File: config.mk
export PLATFORM = sky130hd
export DESIGN_NAME = layer_sequencer
export DESIGN_NICKNAME = d
export VERILOG_FILES = /design/src/rtl/cube_pkg.sv /design/src/rtl/column_shifter.sv /design/src/rtl/layer_sequencer.sv
export SDC_FILE = /design/constraint.sdc
export NUM_CORES = 1
export LEC_CHECK = 0
export CORE_AREA = 2 2 108 89
export CTS_BUF_LIST = sky130_fd_sc_hd__clkbuf_16
export CTS_CLUSTER_DIAMETER = 80
export DETAILED_ROUTE_END_ITERATION = 6
export DIE_AREA = 0 0 110 91
export MAX_ROUTING_LAYER = met4
export PLACE_DENSITY = 0.79
export SLEW_MARGIN = 20
export SYNTH_ARGS = -nofsm -noshare
export SYNTH_HDL_FRONTEND = slang
export SYNTH_HIERARCHICAL = 1
export SYNTH_SLANG_ARGS = --single-unit
File: constraint.sdc
create_clock -name clk -period 2.55 [get_ports clk]
set_input_delay 0.3825 -clock clk [delete_from_list [all_inputs] [get_ports clk]]
set_output_delay 0.3825 -clock clk [all_outputs]
set_load 0.02 [all_outputs]
File: src/rtl/cube_pkg.sv
// cube_pkg: shared definitions for the LED cube front end.
//   NUM_LAYERS  layers per cube (also memory words per frame); shared with the activator
//   COLS        column bits per layer (memory word width)
//   seq_state_t layer_sequencer FSM states
//   addr_width  width helper that never returns zero, so 1-entry ranges still get a bit
package cube_pkg;

  localparam int NUM_LAYERS = 8;
  localparam int COLS       = 64;

  typedef enum logic [2:0] {
    IDLE,
    FETCH,
    LOAD,
    SHIFT,
    WAIT_ACT,
    LATCH,
    START
  } seq_state_t;

  function automatic int addr_width(input int n);
    return (n > 1) ? $clog2(n) : 1;
  endfunction

endpackage

File: src/rtl/column_shifter.sv
// column_shifter: parallel-load serialiser for one layer of column bits.
// Each bit takes two cycles: phase 0 presents the bit with sr_clk low,
// phase 1 raises sr_clk with the bit held. The MSB goes out first.
//   clk, rst_n   clock, synchronous active-low reset
//   load         capture data and restart at the MSB
//   data         COLS-bit column word
//   go           advance the serialiser one phase per cycle
//   sr_data      serial bit to the column chain (registered)
//   sr_clk       shift clock to the column chain (registered)
//   shift_done   high during the final phase 1 of the last bit
module column_shifter
  import cube_pkg::*;
#(
  parameter int COLS_P = COLS
) (
  input  logic              clk,
  input  logic              rst_n,
  input  logic              load,
  input  logic [COLS_P-1:0] data,
  input  logic              go,
  output logic              sr_data,
  output logic              sr_clk,
  output logic              shift_done
);

  localparam int BW = addr_width(COLS_P);
  localparam logic [BW-1:0] LAST_BIT = BW'(COLS_P - 1);

  logic [COLS_P-1:0] shreg;
  logic [BW-1:0]     bit_cnt;
  logic              phase;

  // shift_done lets the FSM leave SHIFT on the same edge that drops sr_clk,
  // so no idle cycle is spent after the last bit.
  assign shift_done = go && phase && (bit_cnt == LAST_BIT);

  // The next bit is staged into sr_data on the edge that ends phase 1, so
  // sr_data is already stable when phase 0 of that bit begins. After the
  // last bit, sr_data simply holds.
  always_ff @(posedge clk) begin
    if (!rst_n) begin
      shreg   <= '0;
      bit_cnt <= '0;
      phase   <= 1'b0;
      sr_data <= 1'b0;
      sr_clk  <= 1'b0;
    end else if (load) begin
      shreg   <= data;
      bit_cnt <= '0;
      phase   <= 1'b0;
      sr_data <= data[COLS_P-1];
      sr_clk  <= 1'b0;
    end else if (go) begin
      if (!phase) begin
        sr_clk <= 1'b1;
        phase  <= 1'b1;
      end else begin
        sr_clk  <= 1'b0;
        phase   <= 1'b0;
        shreg   <= {shreg[COLS_P-2:0], 1'b0};
        bit_cnt <= bit_cnt + BW'(1);
        if (bit_cnt != LAST_BIT) begin
          sr_data <= shreg[COLS_P-2];
        end
      end
    end
  end

endmodule

File: src/rtl/layer_sequencer.sv
// layer_sequencer: fetches each layer's column word from frame memory, shifts
// it into the column chain, latches it, then hands the layer to the activator.
// Shifting layer N+1 overlaps the activation of layer N.
//   clk, rst_n   clock, synchronous active-low reset
//   enable       run request, honoured in IDLE and at the end of each layer
//   mem_addr     frame memory read address (frame_idx*NUM_LAYERS + layer)
//   mem_rdata    read data, valid one cycle after mem_addr
//   sr_data      serial column bit
//   sr_clk       column shift clock
//   sr_latch     one-cycle storage-register latch pulse
//   act_start    one-cycle start to the activator
//   act_layer    layer being activated, held between starts
//   act_done     one-cycle completion from the activator
//   frame_idx    currently displayed frame
module layer_sequencer
  import cube_pkg::*;
#(
  parameter  int NUM_FRAMES   = 4,
  parameter  int FRAME_REPEAT = 30,
  localparam int AW           = addr_width(NUM_FRAMES * NUM_LAYERS),
  localparam int FW           = addr_width(NUM_FRAMES)
) (
  input  logic            clk,
  input  logic            rst_n,
  input  logic            enable,
  output logic [AW-1:0]   mem_addr,
  input  logic [COLS-1:0] mem_rdata,
  output logic            sr_data,
  output logic            sr_clk,
  output logic            sr_latch,
  output logic            act_start,
  output logic [2:0]      act_layer,
  input  logic            act_done,
  output logic [FW-1:0]   frame_idx
);

  localparam int SW = addr_width(FRAME_REPEAT);
  localparam logic [2:0]    LAST_LAYER = 3'(NUM_LAYERS - 1);
  localparam logic [SW-1:0] LAST_SWEEP = SW'(FRAME_REPEAT - 1);
  localparam logic [FW-1:0] LAST_FRAME = FW'(NUM_FRAMES - 1);

  seq_state_t    state;
  logic [2:0]    layer;
  logic [SW-1:0] sweep;
  logic          busy;

  logic [2:0]    layer_nxt;
  logic [SW-1:0] sweep_nxt;
  logic [FW-1:0] frame_nxt;

  logic shift_load;
  logic shift_go;
  logic shift_done;

  function automatic logic [AW-1:0] calc_addr(input logic [FW-1:0] f, input logic [2:0] l);
    return AW'(f) * AW'(NUM_LAYERS) + AW'(l);
  endfunction

  assign shift_load = (state == LOAD);
  assign shift_go   = (state == SHIFT);

  column_shifter #(
    .COLS_P(COLS)
  ) u_shifter (
    .clk       (clk),
    .rst_n     (rst_n),
    .load      (shift_load),
    .data      (mem_rdata),
    .go        (shift_go),
    .sr_data   (sr_data),
    .sr_clk    (sr_clk),
    .shift_done(shift_done)
  );

  // Counter values that START commits: layer wraps into sweep, and the last
  // sweep of a frame rolls into the next frame.
  always_comb begin
    layer_nxt = layer + 3'd1;
    sweep_nxt = sweep;
    frame_nxt = frame_idx;
    if (layer == LAST_LAYER) begin
      layer_nxt = 3'd0;
      if (sweep == LAST_SWEEP) begin
        sweep_nxt = '0;
        frame_nxt = (frame_idx == LAST_FRAME) ? '0 : frame_idx + FW'(1);
      end else begin
        sweep_nxt = sweep + SW'(1);
      end
    end
  end

  // Main FSM. mem_addr is loaded on the edge entering FETCH so the memory sees
  // it during FETCH and returns data in LOAD. WAIT_ACT also honours an act_done
  // arriving this cycle, which gives LATCH at done+1 and START at done+2.
  // busy is raised on the edge that asserts act_start and is cleared by
  // act_done in any state, including IDLE.
  always_ff @(posedge clk) begin
    if (!rst_n) begin
      state     <= IDLE;
      sr_latch  <= 1'b0;
      act_start <= 1'b0;
      act_layer <= 3'd0;
      frame_idx <= '0;
      mem_addr  <= '0;
      layer     <= 3'd0;
      sweep     <= '0;
      busy      <= 1'b0;
    end else begin
      sr_latch  <= 1'b0;
      act_start <= 1'b0;

      if (state == LATCH) begin
        busy <= 1'b1;
      end else if (act_done) begin
        busy <= 1'b0;
      end

      case (state)
        IDLE: begin
          if (enable) begin
            mem_addr <= calc_addr(frame_idx, layer);
            state    <= FETCH;
          end
        end
        FETCH: state <= LOAD;
        LOAD:  state <= SHIFT;
        SHIFT: begin
          if (shift_done) begin
            state <= WAIT_ACT;
          end
        end
        WAIT_ACT: begin
          if (!busy || act_done) begin
            sr_latch <= 1'b1;
            state    <= LATCH;
          end
        end
        LATCH: begin
          act_start <= 1'b1;
          act_layer <= layer;
          state     <= START;
        end
        START: begin
          layer     <= layer_nxt;
          sweep     <= sweep_nxt;
          frame_idx <= frame_nxt;
          mem_addr  <= calc_addr(frame_nxt, layer_nxt);
          state     <= enable ? FETCH : IDLE;
        end
        default: state <= IDLE;
      endcase
    end
  end

endmodule

Yosys cells after proc, flatten, opt, wreduce, memory -nomap -nowiden
Index checks and enable logic that the tools add are counted.
Widths: inputs -> output; s select.
{ "word_totals": {"word_cells": 76, "regBits": 95, "output_inout_bits": 14, "in_bits": 68} }
{ "classes": {"add_sub_neg": 6, "n_mux": 24, "n_bitwise": 1, "reduce_logical": 18, "n_eq_ne": 14} }
{ "op_table": {"columns": ["op", "count"], "rows": [
  ["$mux 63", 3],
  ["$pmux 3 s7", 1],
  ["$eq 3x3->1 const B", 4],
  ["$mux 3", 4],
  ["$add 5x3->5", 2],
  ["$mux 1", 10],
  ["$mux 5", 2],
  ["$pmux 5 s2", 1],
  ["$reduce_and 2->1", 5],
  ["$reduce_bool 2->1", 5],
  ["$add 6x1->6 const B", 1],
  ["$eq 3x2->1 const B", 2],
  ["$eq 6x6->1 const B", 1],
  ["$mux 2", 3],
  ["$ne 2x2->1 const B", 3],
  ["$ne 6x6->1 const B", 1],
  ["$reduce_and 3->1", 2],
  ["$add 5x1->5 const B", 1],
  ["$eq 5x5->1 const B", 1],
  ["$add 3x1->3 const B", 1],
  ["$eq 3x1->1 const B", 1],
  ["$logic_not 3->1", 1],
  ["$add 2x1->2 const B", 1],
  ["$eq 2x2->1 const B", 1],
  ["other kinds (5)", 6]
]} }

Depth between registers and ports, before layout
{ "logic_depth": {"ltp_word": 6, "mapped_depth": 8, "ltp_nobuf": 7} }

Cells and area by module
The synthesis kept the hierarchy.
{ "modules_own_cells": {"columns": ["module", "n_inst", "seq_area_each_um2", "area_per_inst_um2", "cells_each"], "rows": [
  ["column_shifter", 1, 1421.4, 3542.1, 323],
  ["layer_sequencer", 1, 480.5, 1067.3, 117]
]} }

Worst setup path after synthesis
Ideal clock, no wire load.
{ "synth_timing": {"kind": "reg-to-reg", "from": "register state[2]", "to": "register u_shifter.shreg[62]", "t_required_ns": 2.434, "period_less_slack_ns": 1.875, "path_slack_ns": 0.675, "stages_incl_launch_ff": 7, "path_buffers": 2, "t_arrival_ns": 1.759, "setup_time_ns": 0.116, "cell_sequence": "dfxtp_1 > buf_4 > nor2_1 > and2_2 > clkbuf_1 > mux2_2 > o211a_1"} }
{ "synth_via": {"elab_chain_cells": 3, "word_cells_on_any_way": 6, "cone_classes": "2 x eq/ne; 1 x mux; 3 x reduce/logical"} }
{ "synth_rtl": {"columns": ["element", "line", "source"], "rows": [
  ["start, declared", "layer_sequencer.sv:42", "seq_state_t state;"],
  ["start signal, assigned", "layer_sequencer.sv:148", "state <= enable ? FETCH : IDLE;"],
  ["$eq 3x2->1", "layer_sequencer.sv:60", "assign shift_go = (state == SHIFT);"],
  ["named net shift_go", "layer_sequencer.sv:52", "logic shift_go;"],
  ["$reduce_bool 2->1 (no line)", null, null],
  ["$reduce_and 2->1 (no line)", null, null],
  ["end signal, assigned", "column_shifter.sv:48", "shreg <= data;"],
  ["end signal, assigned", "column_shifter.sv:60", "shreg <= {shreg[COLS_P-2:0], 1'b0};"],
  ["end, declared", "column_shifter.sv:29", "logic [COLS_P-1:0] shreg;"]
]} }
The timed path passes the listed nets, and every way through them passes these cells.
A chain may end at the register's enable or synchronous reset.

Worst setup path in the final report
{ "layout_timing": {"from": "register state[0]", "to": "register u_shifter.shreg[32]"} }
The elaborated chain is that of the path after synthesis.

==> results.ini <==
[outcome]
status = finished clean

[floorplan]
row_count = 31
dieWidth_um = 110
core-area_um2 = 8882
die_h_um = 91
ioPinCount = 82
die-area_um2 = 10010
start_util_pct = 51.89

[placed_design]
port_buffers = 81
dp_hpwl_mm = 6.002
gp_congestion = 0.8162
dp.cells = 612

[power_and_ir_drop]
leakage_uw = 0.002895
ir_drop_v = 0.0003506
p_total_uw = 3413
power_density_nw_per_um2 = 594.2

[worst_hold_path]
worstHoldPathType = input port to flop

[timing]
grt_setup_unrepaired = no
finalSetupTns_ns = 0
hold_violations = 0
max_slew_margin_pct = 58.47
fin_crit_ns = 2.211
finClkSkew_ns = 0.008508
tightest_slew_ns = 0.6222
finalCritPeriodShare_pct = 86.72
holdWs_ns = 0.4561
fmax_mhz = 452.2
drv_slew = 0
setup_viol_count_final = 0

[synth]
netlist_area_um2 = 4609
async_flop_share_pct = 0
synth_cell_type_count = 42
seq_area_frac_synth_pct = 41.26
yosysWarnings = 6
syn-num-nets = 514
ys.flop_type = dfxtp_1
syn_avg_cell_area_um2 = 10.48
syn_inst = 440
ys_ff_latch = 95
synth_edf_count = 0

[cells_and_area]
n_antenna_cell = 0
fin_nets = 582
multi_input_area_um2 = 2494
final_cells = 628
syn2layout_area_growth_pct = 24.59
layout-drive-gt1-share_pct = 16.76
fillers = 732
final_util_pct = 64.66
regArea_um2 = 1902

[clocking]
h-tree-depth = 3
cts.clk_slew.worst_paths_ns = 0.07
hold_buffers = 0
cts-resized-gates = 0
clock-sinks = 95
cts_tree = built
cts_root_buffer = clkbuf_16
cts_setup_buffers = 0
worstSkewPairLatency_ns = 0.33
cts_made_buffers = 9
cts_buffer_depth = 2

[global_routing]
grt_pass1_vias = 3244
grt-busiest-layer = met2
grt_max_degree = 56
met3_usage_pct = 4.379
grt_pass1_wl_mm = 14.54
grt_use_total_pct = 18.47
overflow = 0
antenna_found_initial = 0
grt.met2_usage_pct = 30.32
use_met1_pct = 22.69

[route]
first_iter_violations = 174
num_vias = 3342
drtPass1Iterations = 4
detail-route-antenna-nets = 0
drcViolationCount = 0
postRouteWirelength_mm = 8.657
wl_per_cell_um = 13.79
avgViaCountPerCell = 5.322

[setup_path]
crit_path_max_fanout = 15
cp.required_ns = 2.78
endpoint_kind = flop
start_kind = flop
path_class = flop to flop
critical_path_arrival_ns = 2.44

[flow_run]
max_cap_viol_count = 0

## cells in the final DEF (no fill, tap or decap), drive strengths merged, types with 2 or more instances in the layout
master / count
o211a: 62
nand2: 13
clkdlybuf4s50: 80
mux2: 63
clkinv: 3
a21oi: 19
buf: 10
ha: 6
inv: 5
mux2i: 5
nor2: 22
o21ai: 8
or3: 5
clkbuf: 9
dfxtp: 95
nand4: 2
a211oi: 4
xnor2: 3
nand2b: 66
nor3: 4
clkinvlp: 2
nand3: 7
nand3b: 3
nor2b: 4
## stage by stage
| step | area, um^2 | worst slack [ns] |
|---|---|---|
| 6_report | 5743 | 0.3387 |
| 5_1_grt | 5743 | 0.1668 |
| 4_1_cts | 5743 | 0.3418 |
| 3_5_place_dp | 5453 | 0.3442 |
| 3_3_place_gp | 5453 | 0.4643 |
| 2_1_floorplan | 4609 | 0.6745 |
## sequential cells by signal (all words and copies together) (netlist names)
| register | cells |
|---|---|
| u_shifter/shreg | 63 |
| u_shifter/bit_cnt | 6 |
| mem_addr | 5 |
| sweep | 5 |
| act_layer | 3 |
| layer | 3 |
| state | 3 |
| frame_idx | 2 |
| act_start | 1 |
| busy | 1 |
| sr_latch | 1 |
| u_shifter/phase | 1 |
| u_shifter/sr_data | 1 |
## where the power goes
part           leakage [uW]  total [uW]  internal, uW  switching [uW]
Combinational       0.00198         478           296             181
Sequential         0.000775        1650          1590            57.9
Clock              0.000138        1290           751             535
## logic make-up (layout without fill, tap and decap cells)
family                     after synthesis  count (layout)  share of synthesized area, %
AOI/OAI and AO/OA                       98              98                         18.11
xor gates and xnor gates                 3               3                        0.5701
adders and majority gates                6               6                         1.629
buffers and inverters                   37             110                         4.805
DFF                                     95              95                         41.26
muxes                                   68              68                         16.80
and+or+nand+nor                        133             133                         16.83
## worst max-delay path, stage by stage (launching register included)
cell     delay [ns]
dfxtp_1        0.56
nand2_1        0.12
nor2_1         0.40
nand2_4        0.23
buf_4          0.26
mux2_1         0.32
o211a_1        0.20
## synth_stat cells (2+ instances only)
cell	instances	share of area [%]
o211a_1	62	13
buf_2	3	0.33
dfxtp_1	95	41
ha_1	6	1.6
o21ai_0	8	0.87
buf_6	2	0.49
a211oi_1	4	0.65
nand3b_1	2	0.33
mux2i_1	5	1.1
or3_1	5	0.68
mux2_4	4	1.3
mux2_1	7	1.7
clkbuf_8	6	1.8
buf_1	2	0.16
nand4_1	2	0.27
inv_1	4	0.33
nand2b_1	66	9.0
a21oi_1	18	2.0
xnor2_1	3	0.57
nor3_1	4	0.43
mux2_2	52	13
nand3_1	7	0.76
nand2_1	12	0.98
nor2b_1	4	0.54
clkbuf_1	19	1.5
nor2_1	22	1.8
## worst paths after layout
path	endpoint	start	cells past startpoint	slack, ns
max	u_shifter/shreg[32]	state[0]	6	0.34
min reg2reg	u_shifter/sr_data	u_shifter/sr_data	2	0.46
max reg2reg	u_shifter/shreg[32]	state[0]	6	0.34
min	u_shifter/shreg[49]	rst_n	2	0.46
## cell type report
class                           instances  share of cell area (%)
Clock buffer                            9                   3.922
Clock inverter                          7                   1.133
Multi-Input combinational cell        308                   43.42
Inverter                                4                  0.2614
Tap cell                              115                   2.505
Sequential cell                        95                   33.12
Timing Repair Buffer                   90                   15.64
## metal layers
metal / share of wire [%] / vias to the layer above / routed length [um]
met4: 0.77 / 0 / 67
met3: 3.5 / 5 / 306
li1: - / 1719 / -
met1: 47 / 1563 / 4077
met2: 49 / 55 / 4205
met5: 0 / - / 0
(Power assumes the default switching activity.)
